--- src/rtl/zanagotchi_pkg.sv ---
// Shared pet definitions: estado codes, life-cycle FSM states and default widths.
package zanagotchi_pkg;

  localparam int unsigned ATTR_W_DEF = 8;
  localparam int unsigned ESTADO_W   = 4;

  localparam logic [ESTADO_W-1:0] EST_OCIOSO     = 4'h0;
  localparam logic [ESTADO_W-1:0] EST_SERVE_BASE = 4'h1;
  localparam logic [ESTADO_W-1:0] EST_MORTO      = 4'hF;

  typedef enum logic [1:0] {
    VIVO   = 2'd0,
    AGONIA = 2'd1,
    MORTO  = 2'd2
  } vida_t;

  // True when estado requests service of attribute idx.
  function automatic logic serve_match(input logic [ESTADO_W-1:0] estado, input int unsigned idx);
    return estado == ESTADO_W'(32'(EST_SERVE_BASE) + idx);
  endfunction

endpackage

--- src/rtl/atributo_canal.sv ---
// One saturating attribute counter with its registered low-level flag.
module atributo_canal
  import zanagotchi_pkg::*;
#(
  parameter int unsigned ATTR_W = ATTR_W_DEF,
  parameter int unsigned INC    = 16,
  parameter int unsigned DEC    = 1,
  parameter int unsigned LIMIAR = 32
) (
  input  logic              clk,
  input  logic              rst_n,
  input  logic              aplicar,
  input  logic              congelar,
  input  logic              servir,
  input  logic              encher,
  output logic [ATTR_W-1:0] valor,
  output logic              alerta,
  output logic [ATTR_W-1:0] proximo_c
);

  localparam int unsigned MAX_I   = (32'd1 << ATTR_W) - 32'd1;
  localparam int unsigned INC_SAT = (INC > MAX_I) ? MAX_I : INC;
  localparam int unsigned DEC_SAT = (DEC > MAX_I) ? MAX_I : DEC;

  localparam logic [ATTR_W:0] MAX_EXT = (ATTR_W+1)'(MAX_I);
  localparam logic [ATTR_W:0] INC_EXT = (ATTR_W+1)'(INC_SAT);
  localparam logic [ATTR_W:0] DEC_EXT = (ATTR_W+1)'(DEC_SAT);

  logic [ATTR_W:0] soma_c;
  logic [ATTR_W:0] dif_c;

  // One extra bit of headroom so both directions saturate instead of wrapping.
  always_comb begin
    soma_c    = {1'b0, valor} + INC_EXT;
    dif_c     = {1'b0, valor} - DEC_EXT;
    proximo_c = valor;
    if (encher) begin
      proximo_c = MAX_EXT[ATTR_W-1:0];
    end else if (aplicar && !congelar) begin
      if (servir) begin
        proximo_c = (soma_c > MAX_EXT) ? MAX_EXT[ATTR_W-1:0] : soma_c[ATTR_W-1:0];
      end else begin
        proximo_c = dif_c[ATTR_W] ? '0 : dif_c[ATTR_W-1:0];
      end
    end
  end

  always_ff @(posedge clk or negedge rst_n) begin
    if (!rst_n) begin
      valor  <= MAX_EXT[ATTR_W-1:0];
      alerta <= 1'b0;
    end else begin
      valor <= proximo_c;
      if (aplicar || encher) begin
        alerta <= (32'(proximo_c) < LIMIAR);
      end
    end
  end

endmodule

--- src/rtl/controlador_atributos_n.sv ---
// Pet attribute controller: prescaled decay tick, NUM_ATTR attribute channels and
// starvation/death tracking. Death FSM and revive handling exist only with ZANA_MORTE_EN.
module controlador_atributos_n
  import zanagotchi_pkg::*;
#(
  parameter int unsigned NUM_ATTR    = 3,
  parameter int unsigned ATTR_W      = ATTR_W_DEF,
  parameter int unsigned TICK_DIV    = 50_000_000,
  parameter int unsigned INC         = 16,
  parameter int unsigned DEC         = 1,
  parameter int unsigned LIMIAR      = 32,
  parameter int unsigned MORTE_TICKS = 8
) (
  input  logic                       clk,
  input  logic                       rst_n,
  input  logic [ESTADO_W-1:0]        estado,
  input  logic                       reviver,
  output logic [NUM_ATTR*ATTR_W-1:0] valores,
  output logic [NUM_ATTR-1:0]        alerta,
  output logic                       tick,
  output logic                       morreu
);

  localparam int unsigned CNT_W = (TICK_DIV > 1) ? $clog2(TICK_DIV) : 1;
  localparam logic [CNT_W-1:0] CNT_ULT = CNT_W'(TICK_DIV - 1);

  logic [CNT_W-1:0]  cnt_q;
  logic [CNT_W-1:0]  cnt_nxt_c;
  logic              morto_c;
  logic              restart_c;
  logic              tick_upd_c;
  logic              congelar_c;
  logic [NUM_ATTR-1:0] servir_c;
  logic [ATTR_W-1:0] proximos_c [NUM_ATTR];
  logic              algum_zero_c;

  // Prescaler: restart on revive, otherwise count 0..TICK_DIV-1.
  always_comb begin
    cnt_nxt_c = (cnt_q == CNT_ULT) ? '0 : cnt_q + CNT_W'(1);
    if (restart_c) begin
      cnt_nxt_c = '0;
    end
  end

  // tick is registered so it is high exactly while cnt_q holds the last count.
  always_ff @(posedge clk or negedge rst_n) begin
    if (!rst_n) begin
      cnt_q <= '0;
      tick  <= 1'b0;
    end else begin
      cnt_q <= cnt_nxt_c;
      tick  <= (cnt_nxt_c == CNT_ULT);
    end
  end

  always_comb begin
    tick_upd_c = tick && !morto_c;
    congelar_c = (estado == EST_MORTO);
    for (int unsigned i = 0; i < NUM_ATTR; i++) begin
      servir_c[i] = serve_match(estado, i);
    end
  end

  for (genvar g = 0; g < NUM_ATTR; g++) begin : g_canal
    atributo_canal #(
      .ATTR_W (ATTR_W),
      .INC    (INC),
      .DEC    (DEC),
      .LIMIAR (LIMIAR)
    ) u_canal (
      .clk       (clk),
      .rst_n     (rst_n),
      .aplicar   (tick_upd_c),
      .congelar  (congelar_c),
      .servir    (servir_c[g]),
      .encher    (restart_c),
      .valor     (valores[g*ATTR_W +: ATTR_W]),
      .alerta    (alerta[g]),
      .proximo_c (proximos_c[g])
    );
  end

  // Zero detection looks at the post-tick values the channels are about to load.
  always_comb begin
    algum_zero_c = 1'b0;
    for (int unsigned i = 0; i < NUM_ATTR; i++) begin
      if (proximos_c[i] == '0) begin
        algum_zero_c = 1'b1;
      end
    end
  end

`ifdef ZANA_MORTE_EN

  localparam int unsigned AG_W = $clog2(MORTE_TICKS + 1);
  localparam logic [AG_W-1:0] AG_LIM = AG_W'(MORTE_TICKS);

  vida_t           fsm_q;
  vida_t           fsm_nxt_c;
  logic [AG_W-1:0] agonia_q;
  logic [AG_W-1:0] agonia_nxt_c;
  logic [AG_W-1:0] agonia_inc_c;
  logic            morreu_nxt_c;

  always_ff @(posedge clk or negedge rst_n) begin
    if (!rst_n) begin
      fsm_q    <= VIVO;
      agonia_q <= '0;
      morreu   <= 1'b0;
    end else begin
      fsm_q    <= fsm_nxt_c;
      agonia_q <= agonia_nxt_c;
      morreu   <= morreu_nxt_c;
    end
  end

  always_comb begin
    fsm_nxt_c    = fsm_q;
    agonia_nxt_c = agonia_q;
    morreu_nxt_c = morreu;
    agonia_inc_c = (fsm_q == VIVO) ? AG_W'(1) : agonia_q + AG_W'(1);
    case (fsm_q)
      VIVO, AGONIA: begin
        if (tick) begin
          if (algum_zero_c) begin
            agonia_nxt_c = agonia_inc_c;
            if (agonia_inc_c >= AG_LIM) begin
              fsm_nxt_c    = MORTO;
              morreu_nxt_c = 1'b1;
            end else begin
              fsm_nxt_c = AGONIA;
            end
          end else begin
            fsm_nxt_c    = VIVO;
            agonia_nxt_c = '0;
          end
        end
      end
      MORTO: begin
        if (reviver) begin
          fsm_nxt_c    = VIVO;
          agonia_nxt_c = '0;
          morreu_nxt_c = 1'b0;
        end
      end
      default: begin
        fsm_nxt_c    = VIVO;
        agonia_nxt_c = '0;
        morreu_nxt_c = 1'b0;
      end
    endcase
  end

  assign morto_c   = (fsm_q == MORTO);
  assign restart_c = morto_c && reviver;

`else

  logic unused_c;

  assign morto_c   = 1'b0;
  assign restart_c = 1'b0;
  assign morreu    = 1'b0;
  assign unused_c  = reviver ^ algum_zero_c;

`endif

endmodule

--- config.mk ---
export PLATFORM = sky130hd
export DESIGN_NAME = controlador_atributos_n
export DESIGN_NICKNAME = d
export VERILOG_FILES = /design/src/rtl/zanagotchi_pkg.sv /design/src/rtl/atributo_canal.sv /design/src/rtl/controlador_atributos_n.sv
export SDC_FILE = /design/constraint.sdc
export NUM_CORES = 1
export LEC_CHECK = 0
export ABC_AREA = 0
export CELL_PAD_IN_SITES_DETAIL_PLACEMENT = 0
export CELL_PAD_IN_SITES_GLOBAL_PLACEMENT = 2
export CORE_MARGIN = 3
export CORE_UTILIZATION = 25
export DETAILED_ROUTE_END_ITERATION = 12
export PLACE_DENSITY_LB_ADDON = 0.3
export SYNTH_ARGS = -nofsm -noshare
export SYNTH_HDL_FRONTEND = slang
export SYNTH_SLANG_ARGS = --single-unit
--- constraint.sdc ---
create_clock -name clk -period 2.2 [get_ports clk]
set_input_delay 0.33 -clock clk [delete_from_list [all_inputs] [get_ports clk]]
set_output_delay 0.33 -clock clk [all_outputs]
set_load 0.02 [all_outputs]
* Yosys cells after proc, flatten, opt, wreduce, memory -nomap -nowiden *
Index checks and enable logic that the tools add are counted.

cells by class
  equal/unequal tests = 6
  muxes and demuxes = 13
  multipliers = 0
  bitwise logic cells = 0
  div/mod/pow operators = 0
  $add $sub $neg = 7
  shifts and indexed selects = 0
  reduce and logical (&&, ||, !) cells = 2
  $lt $le $gt $ge = 6

operators by type and width
  cell                                                                  number
  8-bit 2-to-1 mux                                                      12
  26-bit == test, second input constant                                 2
  8-bit by 5-bit adder with 9-bit output, second input constant         3
  9-bit by 8-bit > comparator with 1-bit output, second input constant  3
  8-bit by 1-bit subtractor with 9-bit output, second input constant    3
  26-bit by 1-bit adder with 26-bit output, second input constant       1
  26-bit 2-to-1 mux                                                     1
  8-bit by 6-bit < comparator with 1-bit output, second input constant  3
  4-bit by 2-bit == test with 1-bit output, second input constant       2
  4-bit by 1-bit == test with 1-bit output, second input constant       1
  4-bit == test, second input constant                                  1
  1-bit logical AND                                                     1
  1-bit zero test                                                       1

storage, ports and cells
  memory bits (writable) = 0
  memories = 0
  latch bits = 0
  bits in registers = 54
  input bits = 7
  word-level logic and storage cells = 42
  ROM bits = 0

* Logic depth before layout (Yosys ltp) *
Gate-level depths: netlist of run 1.

  depth after elaboration = 6
  depth in mapped cells = 8
  gate-level depth less buffers = 8

* Hierarchy *
A second synthesis of run 1 with hierarchy kept.

second synthesis, totals
  cell total of the unflattened synthesis = 421
  area total of the unflattened synthesis = 3782.4 um^2

by module, submodules not included
  module                   sequential area each (um^2)  instances  area an instance (um^2)  cells each
  atributo_canal           235.2                        3          743.2                    86
  controlador_atributos_n  675.6                        1          1552.7                   163

* Worst setup path before layout of run 1 *
No wires, ideal clock.

  path kind = flip-flop to flip-flop
  from = register g_canal[2].u_canal.valor[0]
  to = register g_canal[2].u_canal.alerta
  arrival = 2031 ps
  stages on the path, launching flop included = 9
  library setup time = 110 ps
  clock period less this slack = 2142 ps
  required time = 2090 ps
  buffers on the path = 0
  setup slack = 58 ps
  path through = dfstp_2 -> inv_1 -> ha_1 -> or3b_1 -> nand2_1 -> and4_1 -> o21ai_0 -> a32o_1 -> o41ai_1

between the ends
  word-level cells in the longest chain between the ends = 6
  elaborated cells on any way between the ends = 8
  classes of those cells = add/sub (2); order compare (2); mux (4)

ends and longest elaborated chain
  what                                               line                  RTL
  from (decl)                                        atributo_canal.sv:16  output logic [ATTR_W-1:0] valor,
  from (signal assigned)                             atributo_canal.sv:50  valor <= MAX_EXT[ATTR_W-1:0];
  from (signal assigned)                             atributo_canal.sv:53  valor <= proximo_c;
  8-bit by 5-bit adder with 9-bit output             atributo_canal.sv:34  soma_c = {1'b0, valor} + INC_EXT;
  9-bit by 8-bit > comparator with 1-bit output      atributo_canal.sv:41  proximo_c = (soma_c > MAX_EXT) ? MAX_EXT[ATTR_W-1:0] : soma_c[ATTR_W-1:0];
  8-bit 2-to-1 mux                                   atributo_canal.sv:41
  8-bit 2-to-1 mux (*)                               atributo_canal.sv:40  if (servir) begin
  8-bit 2-to-1 mux (*)                               atributo_canal.sv:39  end else if (aplicar && !congelar) begin
  via g_canal[2].u_canal.proximo_c[5]                atributo_canal.sv:18  output logic [ATTR_W-1:0] proximo_c
  8-bit by 6-bit < comparator with 1-bit output (*)  atributo_canal.sv:55  alerta <= (32'(proximo_c) < LIMIAR);
  to (signal assigned)                               atributo_canal.sv:55
  to (decl)                                          atributo_canal.sv:17  output logic alerta,

Mark *: on every way through the listed nets, which the timed path passes. The rest lies on a longest branch.
A chain may end at the register's enable or synchronous reset.

* Final worst setup path of run 1 *
  from = input estado[3]
  to = register g_canal[1].u_canal.alerta

between the ends
  word-level cells in the longest chain between the ends = 5
  elaborated cells on any way between the ends = 7
  classes of those cells = order compare (1); eq/ne (2); mux (2); reduce/logical (2)

ends and longest elaborated chain
  what                                               line                           RTL
  from (decl)                                        controlador_atributos_n.sv:16  input logic [ESTADO_W-1:0] estado,
  4-bit == test                                      controlador_atributos_n.sv:58  congelar_c = (estado == EST_MORTO);
  1-bit zero test                                    atributo_canal.sv:39
  1-bit logical AND                                  atributo_canal.sv:39
  8-bit 2-to-1 mux (*)                               atributo_canal.sv:39
  via g_canal[1].u_canal.proximo_c[7]                atributo_canal.sv:18
  8-bit by 6-bit < comparator with 1-bit output (*)  atributo_canal.sv:55
  to (signal assigned)                               atributo_canal.sv:55
  to (decl)                                          atributo_canal.sv:17

Marked as above.

==> metrics.yaml, run 1 <==
routing:
  vias: 3205
  wl_per_cell_um: 13.9
  postRouteWirelength_mm: 9.18
  vias_per_cell: 4.85
  ant_nets: 0
  route.detailed.drc: 0
  drtIter0Drc: 205
  drt_pre_antenna_iters: 4
min_path:
  hp-class: "input port to asynchronous set/reset pin"
synth:
  ys.flop_type: "dfrtp_1"
  synth-xor-area-share_pct: 5.91
  ys_async_sr_fraction_pct: 100
  syn_nets: 426
  synth_seq_area_share_pct: 38.8
  synth_top_area_share_pct: 21.1
  synth_compound_area_share_pct: 16.9
  syn-cell-area_um2: 3560
  ys_warn_count: 0
  synth-seq-cells: 54
  synth_top_family_by_area: "simple AND/OR/NAND/NOR gates"
  synthTopCellsByArea: "dfrtp_1 21%, dfstp_2 18%, ha_1 6.7%"
  synth_cell_types: 65
  synth-simple-area-share_pct: 26.5
  yosysTopAreaCell: "dfrtp_1"
  synth_enable_flop_cells: 0
  synth_fa_ha_area_share_pct: 6.68
  netlist_instances: 400
  avgSynthCellArea_um2: 8.90
  synthMuxAreaShare_pct: 0.281
clock_tree:
  htreeDepth: 2
  clk_latency_ps: 300
  cts.reportedPaths.clkPinSlew_ps: 70
  clock_sinks: 54
  clk_path_buf_depth: 2
  cts_tree: "built"
  cts_buffers: 5
  cts-root-buf: "clkbuf_16"
  cts_hold_buf: 0
timing:
  rsz0062_at_grt: "no"
  whs_ps: 28.0
  fin_crit_sh_pct: 95.5
  setup_viol: 0
  max_freq_mhz: 476
  setup_slack_ps: 99.0
  clock_skew_ps: 5.17
  finalMaxSlewViolations: 0
  finalCriticalPeriod_ps: 2100
  finalHoldViolCount: 0
finish:
  n_fill_cell: 1438
  finish.utilization_pct: 35.0
  antennaDiodeCount: 0
  final_nets: 510
  layout-drive-gt1-share_pct: 26.6
  final_cell_mix: "61 x buf_4, 36 x nor2_1, 32 x clkdlybuf4s50_1, 30 x dfrtp_1, 28 x a21oi_1"
  layout_commonest_cell: "buf_4"
  syn_to_final_growth_pct: 33.3
  postLayoutCellArea_um2: 4740
grt:
  antenna_found_initial: 0
  grt_usage_pct: 12.0
  grt_max_degree: 55
  gr-total-overflow: 0
  grt_pass1_wl_mm: 16.0
  grt_pass1_vias: 3162
placed_design:
  port-buffer-count: 33
  place.gp.congestion: 0.817
  dpl-instance-area_um2: 4490
  hpwl_mm: 6.97
  dpl_worst_slack_ps: -202
floorplan:
  fp.dieW_um: 125
  die_area_um2: 15700
  core_um2: 13600
  rows: 42
  chipHeight_um: 125
  start_util_pct: 26.2
  io_pins: 36
status:
  outcome: "finished clean"
setup_path:
  path_class: "input port to flop"
  cp-end-kind: "flop"
  crit_path_max_fanout: 6
  arrival_ps: 2300
  worstPathRequired_ps: 2400
  start_kind: "input port"
power:
  totalPowerFinal_mw: 1.89
  p_leak_nw: 2.04
  ir_drop_mv: 0.330
  powerDensity_nw_per_um2: 399
run:
  drv_cap: 0
## critical path: stages
cell and delay (ps):
clkdlybuf4s50_1 540, or4b_1 620, nand2_1 100, nor4_1 50, or3_1 350, o41ai_2 310
## where the power goes
| group | switching (mW) | total [mW] | internal, mW |
|---|---|---|---|
| combinational | 0.0446 | 0.0734 | 0.0289 |
| clock | 0.367 | 0.824 | 0.458 |
| sequential | 0 | 0.994 | 0.994 |
| total | 0.411 | 1.89 | 1.48 |
## kinds of logic (layout without fill, tap and decap cells)
family          Yosys count  in the layout
buf+inv                  39            124
fa+ha+maj                19             19
mux                       1              1
xor+xnor                 24             24
other cells               1              1
simple gates            165            165
compound gates           97             97
flops                    54             54
## per-layer routing
| metal | track usage [%] | part of all wire (%) | wire (µm) |
|---|---|---|---|
| met1 | 16.9 | 50 | 4580 |
| met2 | 19.4 | 46 | 4270 |
| met3 | 2.00 | 2.7 | 247 |
| met4 | 2.93 | 1.0 | 93 |
| met5 | 0 | 0 | 0 |
## layout make-up
class	instances	area, µm²	share of cell area (%)
Inverter	21	78.8	1.66
Tap cell	176	220	4.64
Clock buffer	6	139	2.93
Clock inverter	2	16.3	0.343
Sequential cell	54	1380	29.1
Timing Repair Buffer	95	803	16.9
Multi-Input combinational cell	307	2100	44.4
## path summary, 6_finish.rpt
check	startpoint	end	slack, ps	depth (start not counted)
max in group asynchronous	rst_n	g_canal[0].u_canal.valor[6]	1870	2
worst max-delay path	estado[3]	g_canal[1].u_canal.alerta	100	6
worst max register to register	g_canal[1].u_canal.valor[1]	g_canal[1].u_canal.alerta	110	8
min in group clk	g_canal[0].u_canal.valor[1]	g_canal[0].u_canal.valor[1]	500	2
worst min register to register	g_canal[0].u_canal.valor[1]	g_canal[0].u_canal.valor[1]	500	2
worst min-delay path	rst_n	cnt_q[25]	30	2
## flip-flops by register name, summed over array words and instances (netlist names)
signal and cells:
cnt_q 26, g_canal.u_canal.valor 24, g_canal.u_canal.alerta 3, tick 1
## repair_timing
| item | in CTS | in global routing |
|---|---|---|
| setup endpoints to repair | 7 | 14 |
| pin swaps | 0 | 4 |
| resized for setup | 5 | 20 |
| setup buffers | 0 | 2 |
## per-stage QoR
stage | setup TNS, ps | std cells
after floorplan | 0 | 400
after global placement | -1270 | 651
after detailed placement | -1320 | 651
after CTS | 0 | 659
after global routing | 0 | 661
final | 0 | 661
## synthesized netlist by cell type, types with 8 or more instances
master   count
nor2_1      36
o21ai_0     32
dfrtp_1     30
a21oi_1     28
nand2_1     27
dfstp_2     24
nand3_1     23
inv_1       21
ha_1        19
xor2_1      16
nor3_1      13
and3_1       8
xnor2_1      8
No activity file was read; power rests on OpenSTA's default activity.
==> inputs of run 2 (changes only) <==
- CORE_MARGIN: 3 -> 2
- CORE_UTILIZATION: 25 -> 33
- CTS_BUF_LIST: not set -> sky130_fd_sc_hd__clkbuf_4 sky130_fd_sc_hd__clkbuf_8
==> run 2 against run 1 <==
Sequential share of layout area is 0.95 points higher. Sequential power hardly changed. First-iteration DRC count is 54% lower. Combinational power is 4.5% lower. Largest cell class unchanged. Worst hold slack worse by 22 ps. Largest power group unchanged.
==> metrics.yaml, run 2 (synthesis gave the netlist of run 1 again) <==
status:
  outcome: "finished clean"
finish:
  finish.utilization_pct: 44.1
  top_register: "cnt_q"
  final_cell_mix: "56 x buf_4, 36 x nor2_1, 31 x clkdlybuf4s50_1, 30 x o21ai_0, 30 x dfrtp_1"
  antennaDiodeCount: 0
  n_fill_cell: 1063
  layout_commonest_cell: "buf_4"
  syn_to_final_growth_pct: 29.1
  layout-drive-gt1-share_pct: 27.1
  largest_reg_flops: 26
  final_nets: 505
  top_regs: "cnt_q: 26 flops, g_canal.u_canal.valor: 24 flops, g_canal.u_canal.alerta: 3 flops"
  postLayoutCellArea_um2: 4590
clock_tree:
  clk_latency_ps: 310
  cts-root-buf: "clkbuf_8"
  cts_buffers: 5
  cts.reportedPaths.clkPinSlew_ps: 110
  clock_sinks: 54
  htreeDepth: 2
  cts_tree: "built"
  cts_hold_buf: 0
  clk_path_buf_depth: 2
routing:
  wl_per_cell_um: 14.7
  ant_nets: 0
  postRouteWirelength_mm: 9.05
  route.detailed.drc: 0
  vias: 3244
  drt_pre_antenna_iters: 4
  vias_per_cell: 5.27
  drtIter0Drc: 95
placed_design:
  hpwl_mm: 6.83
  place.gp.congestion: 0.812
  dpl_worst_slack_ps: -238
  dpl-instance-area_um2: 4400
  port-buffer-count: 33
setup_path:
  cp-end-kind: "flop"
  arrival_ps: 2310
  path_class: "flop to flop"
  start_kind: "flop"
  reg2reg_to: "tick"
  crit_path_max_fanout: 5
  r2r_slack_ps: 110
  worstPathRequired_ps: 2420
  r2r.worst_path.cells: 6
  regToRegStartpoint: "cnt_q[0]"
timing:
  setup_slack_ps: 111
  fin_crit_sh_pct: 94.9
  max-slew-margin-rel_pct: 61.6
  finalHoldViolCount: 0
  tightest_slew_ps: 576
  max_freq_mhz: 479
  finalCriticalPeriod_ps: 2090
  clock_skew_ps: 10.0
  setup_viol: 0
  finalMaxSlewViolations: 0
  timing.setup.tns_ps: 0
power:
  ir_drop_mv: 0.262
  powerDensity_nw_per_um2: 360
  p_leak_nw: 1.99
grt:
  met2_usage_pct: 26.0
  gr-total-overflow: 0
  grt_max_degree: 24
  grt.met3_usage_pct: 2.36
  antenna_found_initial: 0
  grt_pass1_vias: 3180
  use_met1_pct: 24.5
  top_usage_layer: "met2"
  grt_usage_pct: 16.7
  grt_pass1_wl_mm: 15.6
floorplan:
  io_pins: 36
  start_util_pct: 34.2
  die_area_um2: 11600
  fp.dieW_um: 108
  rows: 37
  chipHeight_um: 108
  core_um2: 10400
run:
  drv_cap: 0
min_path:
  hp-class: "input port to asynchronous set/reset pin"
## run 2: cell count changes in the layout (fill, tap and decap cells not counted), sizes merged
cell	change
clkbuf	-1
buf	-5
dlymetal6s2s	+1
clkinv	+1
clkdlybuf4s50	-1
## run 2: repair_timing
action                                  4_1_cts  5_1_grt
endpoints found under the setup margin        1       15
buffers inserted                              0        2
pin swaps                                     0        4
gates resized for setup                       4       25
hold endpoints to repair                      0        0
## run 2: worst max-delay path: stages, from the launching register on
cell	delay, ps
dfrtp_1	440
and4_1	270
and4_4	220
and3_1	190
xor2_1	150
or4_1	520
nor4_2	210
## run 2: per-layer routing
layer / wire [µm] / share of wire [%] / vias to the layer above
met2: 4190 / 46 / 45
met5: 0 / 0 / -
met1: 4500 / 50 / 1583
met3: 276 / 3.1 / 6
met4: 85 / 0.94 / 0
li1: - / - / 1610
## run 2: where the power goes
part / switching [mW] / leakage [nW] / total [mW] / internal [mW]
clock: 0.361 / 0.0422 / 0.587 / 0.226
sequential: 0 / 0.638 / 0.995 / 0.995
combinational: 0.0444 / 1.30 / 0.0701 / 0.0258
## run 2: worst max path at each step
stage,start,endpoint,cells past startpoint
after floorplan,g_canal[2].u_canal.valor[0],g_canal[2].u_canal.alerta,8
after global placement,estado[3],g_canal[0].u_canal.alerta,8
after detailed placement,estado[3],g_canal[0].u_canal.alerta,8
after CTS,g_canal[2].u_canal.valor[4],g_canal[2].u_canal.valor[2],8
after global routing,g_canal[2].u_canal.valor[1],g_canal[2].u_canal.alerta,9
final,cnt_q[0],tick,6
## run 2: per-stage QoR
| stage | hold WS [ps] | total power, mW | std cells |
|---|---|---|---|
| after CTS | 17.4 | 1.68 | 614 |
| final | 5.90 | 1.65 | 616 |
| after global routing | 31.2 | 1.73 | 616 |
| after floorplan | 34.4 | 1.03 | 400 |
| after detailed placement | 366 | 1.08 | 606 |
| after global placement | 362 | 1.08 | 606 |
## run 2: final cells by class
cell class	count	area [µm²]	area share (%)
Clock buffer	5	68.8	1.50
Multi-Input combinational cell	307	2110	45.8
Tap cell	136	170	3.70
Clock inverter	3	20.0	0.436
Sequential cell	54	1380	30.1
Inverter	21	78.8	1.72
Timing Repair Buffer	90	768	16.7
